<file path="config.mk">
export PLATFORM = sky130hd
export DESIGN_NAME = axis_lattice_loader
export DESIGN_NICKNAME = d
export VERILOG_FILES = /design/src/rtl/axis_lattice_loader.sv
export SDC_FILE = /design/constraint.sdc
export NUM_CORES = 1
export LEC_CHECK = 0
export CORE_AREA = 2 2 131 133
export DETAILED_ROUTE_END_ITERATION = 7
export DIE_AREA = 0 0 133 135
export PLACE_DENSITY_LB_ADDON = 0.08
export SLEW_MARGIN = 20
export SYNTH_ARGS = -nofsm -noshare
export SYNTH_HDL_FRONTEND = slang
export SYNTH_SLANG_ARGS = --single-unit
</file>
<file path="constraint.sdc">
create_clock -name s00_axis_aclk -period 4.38 [get_ports s00_axis_aclk]
set_input_delay 1.314 -clock s00_axis_aclk [delete_from_list [all_inputs] [get_ports s00_axis_aclk]]
set_output_delay 1.314 -clock s00_axis_aclk [all_outputs]
set_load 0.01 [all_outputs]
</file>
<file path="src/rtl/axis_lattice_loader.sv">
// ---------------------------------------------------------------------------
// axis_lattice_loader
//
// AXI4-Stream slave that loads one complete lattice frame into the nine
// per-direction distribution BRAMs. Every beat carries the nine direction
// values of one cell, and beat k is written to BRAM address k. When all DEPTH
// cells have been committed, the block pulses frame_ready for one cycle. That
// pulse starts the downstream BRAM-to-stream controller.
//
// Optional feature macro: LOADER_TLAST_CHECK_EN
//   defined   : tlast is checked against the beat count. On an early or a
//               missing tlast, frame_error is set and no frame_ready is
//               produced. A missing tlast parks the block in DRAIN, where
//               beats are discarded until a tlast beat arrives.
//   undefined : tlast is ignored, a frame is exactly DEPTH beats, and
//               frame_error is tied low.
//
// Ports
//   s00_axis_aclk    : sole clock
//   s00_axis_areset  : synchronous active-high reset
//   arm              : level, sampled in IDLE to start accepting a frame
//   s00_axis_tvalid  : beat valid
//   s00_axis_tready  : beat accepted when tvalid & tready (decoded from state)
//   s00_axis_tdata   : lanes MSB->LSB: null, n, ne, e, se, s, sw, w, nw
//   s00_axis_tstrb   : byte strobes; a lane is written only if all its bytes
//                      are strobed
//   s00_axis_tlast   : final beat of a frame
//   wr_addr          : BRAM write address shared by all nine BRAMs
//   wr_we            : per-lane write enable, bit 8 = null ... bit 0 = nw
//   wr_null..wr_nw   : lane write data
//   frame_ready      : one-cycle pulse once the full frame is committed
//   busy             : high in every state except IDLE
//   frame_error      : sticky tlast-mismatch flag, cleared by the next arm
// ---------------------------------------------------------------------------
module axis_lattice_loader #(
  parameter int DATA_WIDTH    = 16,
  parameter int DEPTH         = 2500,
  parameter int ADDRESS_WIDTH = 12
) (
  input  logic                         s00_axis_aclk,
  input  logic                         s00_axis_areset,
  input  logic                         arm,
  input  logic                         s00_axis_tvalid,
  output logic                         s00_axis_tready,
  input  logic [9*DATA_WIDTH-1:0]      s00_axis_tdata,
  input  logic [9*DATA_WIDTH/8-1:0]    s00_axis_tstrb,
  input  logic                         s00_axis_tlast,
  output logic [ADDRESS_WIDTH-1:0]     wr_addr,
  output logic [8:0]                   wr_we,
  output logic [DATA_WIDTH-1:0]        wr_null,
  output logic [DATA_WIDTH-1:0]        wr_n,
  output logic [DATA_WIDTH-1:0]        wr_ne,
  output logic [DATA_WIDTH-1:0]        wr_e,
  output logic [DATA_WIDTH-1:0]        wr_se,
  output logic [DATA_WIDTH-1:0]        wr_s,
  output logic [DATA_WIDTH-1:0]        wr_sw,
  output logic [DATA_WIDTH-1:0]        wr_w,
  output logic [DATA_WIDTH-1:0]        wr_nw,
  output logic                         frame_ready,
  output logic                         busy,
  output logic                         frame_error
);

  localparam int LANES       = 9;
  localparam int LANE_BYTES  = DATA_WIDTH / 8;
  localparam int FRAME_WIDTH = LANES * DATA_WIDTH;
  localparam logic [ADDRESS_WIDTH-1:0] LAST_ADDR = ADDRESS_WIDTH'(DEPTH - 1);

  typedef enum logic [1:0] {
    IDLE  = 2'd0,
    RECV  = 2'd1,
    DONE  = 2'd2,
    DRAIN = 2'd3
  } state_e;

  state_e                   state_q, state_d;
  logic [ADDRESS_WIDTH-1:0] cnt_q, cnt_d;
  logic [ADDRESS_WIDTH-1:0] addr_q, addr_d;
  logic [LANES-1:0]         we_q, we_d;
  logic [FRAME_WIDTH-1:0]   data_q, data_d;
  logic                     frame_ready_q, frame_ready_d;
  logic [LANES-1:0]         lane_we;
  logic                     beat_fire;

`ifdef LOADER_TLAST_CHECK_EN
  logic                     err_q, err_d;
`else
  logic                     unused_tlast;
  assign unused_tlast = s00_axis_tlast;
`endif

  // tready is a pure decode of the state register, so it never depends
  // combinationally on tvalid. DRAIN keeps accepting beats so that a stream
  // with a missing tlast can be flushed.
  assign s00_axis_tready = (state_q == RECV) || (state_q == DRAIN);
  assign beat_fire       = s00_axis_tvalid && s00_axis_tready;

  // A lane is written only when every byte of it is strobed. A partially
  // strobed lane is dropped, because a half-written direction value would
  // corrupt the distribution.
  always_comb begin
    lane_we = '0;
    for (int i = 0; i < LANES; i++) begin
      lane_we[i] = &s00_axis_tstrb[i*LANE_BYTES +: LANE_BYTES];
    end
  end

  // Next-state logic for the loader FSM and its registered write port.
  // wr_we defaults to zero, so a write is emitted only in the cycle after an
  // accepted beat. Address and lane data hold their last value between
  // writes, which is harmless because nothing is written then. The counter
  // stops at DEPTH-1 and is cleared only by the next arm, so it never wraps
  // inside a frame.
  always_comb begin
    state_d       = state_q;
    cnt_d         = cnt_q;
    addr_d        = addr_q;
    we_d          = '0;
    data_d        = data_q;
    frame_ready_d = 1'b0;
`ifdef LOADER_TLAST_CHECK_EN
    err_d         = err_q;
`endif
    case (state_q)
      IDLE: begin
        if (arm) begin
          state_d = RECV;
          cnt_d   = '0;
`ifdef LOADER_TLAST_CHECK_EN
          err_d   = 1'b0;
`endif
        end
      end
      RECV: begin
        if (beat_fire) begin
          data_d = s00_axis_tdata;
          addr_d = cnt_q;
          we_d   = lane_we;
`ifdef LOADER_TLAST_CHECK_EN
          if (cnt_q == LAST_ADDR) begin
            if (s00_axis_tlast) begin
              state_d = DONE;
            end else begin
              state_d = DRAIN;
              err_d   = 1'b1;
            end
          end else if (s00_axis_tlast) begin
            state_d = IDLE;
            err_d   = 1'b1;
          end else begin
            cnt_d = cnt_q + ADDRESS_WIDTH'(1);
          end
`else
          if (cnt_q == LAST_ADDR) begin
            state_d = DONE;
          end else begin
            cnt_d = cnt_q + ADDRESS_WIDTH'(1);
          end
`endif
        end
      end
      DONE: begin
        // The last write went out in the cycle before this one, so the BRAMs
        // already hold the whole frame when the pulse reaches the next stage.
        frame_ready_d = 1'b1;
        state_d       = IDLE;
      end
      DRAIN: begin
`ifdef LOADER_TLAST_CHECK_EN
        if (beat_fire && s00_axis_tlast) begin
          state_d = IDLE;
        end
`else
        state_d = IDLE;
`endif
      end
      default: begin
        state_d = IDLE;
      end
    endcase
  end

  // State and output registers. Reset abandons any partial frame and returns
  // every output to zero at the next edge.
  always_ff @(posedge s00_axis_aclk) begin
    if (s00_axis_areset) begin
      state_q       <= IDLE;
      cnt_q         <= '0;
      addr_q        <= '0;
      we_q          <= '0;
      data_q        <= '0;
      frame_ready_q <= 1'b0;
`ifdef LOADER_TLAST_CHECK_EN
      err_q         <= 1'b0;
`endif
    end else begin
      state_q       <= state_d;
      cnt_q         <= cnt_d;
      addr_q        <= addr_d;
      we_q          <= we_d;
      data_q        <= data_d;
      frame_ready_q <= frame_ready_d;
`ifdef LOADER_TLAST_CHECK_EN
      err_q         <= err_d;
`endif
    end
  end

  assign wr_addr     = addr_q;
  assign wr_we       = we_q;
  assign wr_null     = data_q[8*DATA_WIDTH +: DATA_WIDTH];
  assign wr_n        = data_q[7*DATA_WIDTH +: DATA_WIDTH];
  assign wr_ne       = data_q[6*DATA_WIDTH +: DATA_WIDTH];
  assign wr_e        = data_q[5*DATA_WIDTH +: DATA_WIDTH];
  assign wr_se       = data_q[4*DATA_WIDTH +: DATA_WIDTH];
  assign wr_s        = data_q[3*DATA_WIDTH +: DATA_WIDTH];
  assign wr_sw       = data_q[2*DATA_WIDTH +: DATA_WIDTH];
  assign wr_w        = data_q[1*DATA_WIDTH +: DATA_WIDTH];
  assign wr_nw       = data_q[0 +: DATA_WIDTH];
  assign frame_ready = frame_ready_q;
  assign busy        = (state_q != IDLE);
`ifdef LOADER_TLAST_CHECK_EN
  assign frame_error = err_q;
`else
  assign frame_error = 1'b0;
`endif

endmodule

</file>
# After elaboration in Yosys (flattened, before gate mapping)
# Cells that the tools add are included.
# classes
add_sub_neg	1
eq_ne	8
muxes	9
n_bitwise	2
n_reduce_logical	19
# op_table
cell	count
$mux W12	3
$pmux W12 S2	1
$reduce_and A2 Y1	10
$add A12 B1 Y12 const B	1
$eq A12 B12 Y1 const B	1
$mux W2	3
$ne A2 B2 Y1 const B	3
$pmux W2 S3	1
$eq A2 B2 Y1 const B	2
$reduce_and A4 Y1	1
$reduce_bool A2 Y1	2
$reduce_and A3 Y1	1
$reduce_or A3 Y1	1
$eq A2 B1 Y1 const B	1
$logic_not A2 Y1	1
$ne A2 B1 Y1 const B	1
$not A1 Y1	2
$reduce_or A2 Y1	1
$logic_and A1 B1 Y1	1
$logic_or A1 B1 Y1	1
$mux W1	1
# totals
register_bits	180
inputBits	167
out_inout_bits	169
elab_cells	45

# Depth between registers and ports, before layout
# logic_depth
depth_word	5
ltp_mapped	8
depth_no_buf	5

# Worst setup path after synthesis
# OpenSTA, ideal clock, no wires.
# synth_timing
kind	input to register
from	input port s00_axis_tvalid
to	register cnt_q[11]
setup_ns	0.059
arrival_ns	2.322
required_time_ns	4.321
slack_ns	1.998
path_stages	5
n_path_buf	1
cell_sequence	mux2i_1 -> or2_1 -> buf_2 -> or4_1 -> nand2_1
# synth_between
elab_chain_cells	3
# synth_lines
element	line	rtl
start, declared	43	input logic s00_axis_tvalid,
$logic_and A1 B1 Y1	96	assign beat_fire = s00_axis_tvalid && s00_axis_tready;
$ne A2 B2 Y1 (no line)	n/a	
$reduce_and A4 Y1 (no line)	n/a	
end signal, assigned	198	cnt_q <= cnt_d;
end, declared	77	logic [ADDRESS_WIDTH-1:0] cnt_q, cnt_d;
# Every way passes these cells.
# A chain may end at the register's enable or synchronous reset.

# Worst setup path after layout
# layout_timing
from	input port s00_axis_tvalid
to	register we_q[1] (netlist: wr_we[1])
# layout_between
elab_chain_cells	3
# layout_lines
element	line	rtl
$logic_and A1 B1 Y1	96	
$not A1 Y1 (no line)	n/a	
$reduce_or A3 Y1 (no line)	n/a	
end signal, assigned	200	we_q <= we_d;
end, declared	79	logic [LANES-1:0] we_q, we_d;
# Every way passes these cells.

==> run metrics <==
Max Freq 330 MHz; Routed WL per cell 15.2 um; Final Hold Vio Count 0; GRT overflow 0; sequential area share after synthesis 0.562; H-Tree Level Count 4; first-pass GRT wire length 31,400 um; RD Place Congestion 0.856; Ys Warns 0; Synth area leaders dfxtp_1, nand2_1, a21oi_1; I/O Pins 336; pwr/cell area 351 nW/um^2; ANT nets after route 0; fillers 1,469; Worst EP required 4.74 ns; CTS buffer count 17; slew margin rel. 0.296; Crit path max-delay family simple AND/OR/NAND/NOR gates; # DRC 0; Clk Latency, worst-skew pair 0.42 ns; Slew Limit Fails 0; Synth area leader dfxtp_1; nets 1,265; DRT Pass-1 Iters 4; gr usage total 0.220; Clock Sinks 180; maxcap violations 0; CP max stage delay 0.72 ns; unrepaired setup endpoints after global routing no; Final Skew 0.00755 ns; Die X 133 um; Post-CTS Setup Repair Bufs 0; total power draw 0.00365 W; Tightest Hold Check Type reg2reg; die area 18,000 um^2; Mean Syn Cell Area 8.03 um^2; maximum vdd drop 235 uV; Clock Tree Buf Depth 2; Lkg Pwr 3.65 nW; Fin Setup TNS 0 ns; Tmin final 3.03 ns; Gate Count Post-Synth 798; number of flops mapped to enable cells by yosys 0; Placeable Area 16,400 um^2; DR iter-0 viols 310; Synth Flop Type dfxtp_1; hpwl dp 13,900 um; share of cells above drive strength 1 0.0397; CP bufs+invs 1; WS Path Type in2reg; Die Height 135 um; crit start category input port; status finished, final reports clean; CTS root buf clkbuf_16; CP max FO 15; clock-pin slew on the worst setup and hold paths 0.07 ns; synthesized flop and latch total 180; Tcrit/Tclk final 0.693; Worst Tran Pin Value 1.06 ns; vias per inst 4.75; largest net degree at the start of global routing 100; synthesized area 6410 um^2; crit path DAT 3.39 ns; Syn Nets 966; Inserted Diodes 0; Yosys top cell area share 0.562; Routed WL 20,100 um; Layout area overhead 62.0%; final setup fails 0; ys async rst share 0; Unique masters post-synth 44; PortBufs 333; initial core utilization 0.391; CTS tree done; # resized after CTS 0; fin util 0.633; std cell rows 47; Crit. End Element flop; slowest CP cell nor2_1; vias in the first global route 5,999; initial antenna violation count 0; DR vias 6,311; CP cell instances clkdlybuf4s50_1, nand3b_1, nor2_1, and3_1; cts hold-fix bufs 0
-- cell families after synthesis --
family | share of synthesized area
AND/OR/NAND/NOR | 0.238
AO/OA/AOI/OAI | 0.148
flip-flops | 0.562
buffers and inverters | 0.0466
adder cells (fa/ha/maj) | 0.00195
other | 0.000585
XOR/XNOR | 0.00137
multiplexers | 0.00156
-- cell usage after synthesis, types with 2 or more instances --
| library cell | count |
|---|---|
| a211oi_1 | 3 |
| a21oi_1 | 162 |
| a31oi_1 | 3 |
| and2_1 | 3 |
| and3_1 | 12 |
| buf_1 | 3 |
| buf_2 | 9 |
| buf_6 | 5 |
| clkbuf_1 | 41 |
| dfxtp_1 | 180 |
| inv_1 | 3 |
| nand2_1 | 319 |
| nand3_1 | 3 |
| nor2_1 | 6 |
| nor3_1 | 6 |
| nor4_1 | 2 |
| o211ai_1 | 2 |
| o21ai_0 | 3 |
| o31ai_1 | 3 |
| or2_2 | 2 |
| or3_1 | 2 |
| or4_1 | 4 |
-- routing by layer --
metal	GRT usage	share of wire	vias up
li1	-	-	3207
met1	0.262	0.42	2831
met2	0.358	0.47	247
met3	0.0908	0.094	26
met4	0.0818	0.023	0
met5	0	0	-
-- layout make-up --
class | count | area [um^2] | share of cell area
clock buffers | 23 | 488 | 0.0470
repair buffers | 340 | 3420 | 0.329
inverters | 3 | 11.3 | 0.00108
flip-flops and latches | 180 | 3600 | 0.347
multi-input cells | 555 | 2510 | 0.242
clock inverters | 7 | 75.1 | 0.00723
well taps | 220 | 275 | 0.0265
-- flip-flops by register name, summed over array words and instances, names as in the netlist --
name	count
frame_ready	1
wr_we	9
cnt_q	12
data_q	144
state_q	2
wr_addr	12
-- placed cells by master, fill, tap and decap left out, types with 4 or more instances in the layout --
cell / n
clkdlybuf4s50_1: 332
nand2_1: 319
dfxtp_1: 180
a21oi_1: 162
clkbuf_16: 17
and3_1: 12
nor2_1: 6
nor3_1: 6
buf_4: 5
or4_1: 4
clkbuf_8: 4
-- worst paths after layout --
| kind | start | endpoint | slack (ns) | cells after the start |
|---|---|---|---|---|
| hold reg to reg | data_q[70] | data_q[70] | 0.45 | 2 |
| setup / recovery | s00_axis_tvalid | wr_we[1] | 1.35 | 4 |
| hold / removal | data_q[70] | data_q[70] | 0.45 | 2 |
| setup reg to reg | state_q[0] | wr_we[1] | 2.21 | 3 |
-- metrics by stage --
stage          worst slack, ns  area (um^2)  std cells  hold slack (ns)
2_1_floorplan             2.00         6410        798            0.446
5_1_grt                   1.21        10400       1328            0.469
4_1_cts                   1.35        10400       1328            0.455
6_report                  1.35        10400       1328            0.453
3_3_place_gp             0.911         9820       1298            0.441
3_5_place_dp             0.914         9820       1298            0.446
-- report_power, final --
| group | internal, W | switching (W) |
|---|---|---|
| Combinational | 0.000267 | 0.000193 |
| Sequential | 0.00169 | 0.0000288 |
| Clock | 0.000839 | 0.000625 |
| Total | 0.00280 | 0.000847 |
-- worst reg2reg max path, delay by kind of cell, from the launching register on --
kind / cells / cell delay (ns)
AND/OR/NAND/NOR: 3 / 1.60
flip-flops: 1 / 0.51
Note: power is estimated with default switching activity, not from simulation.
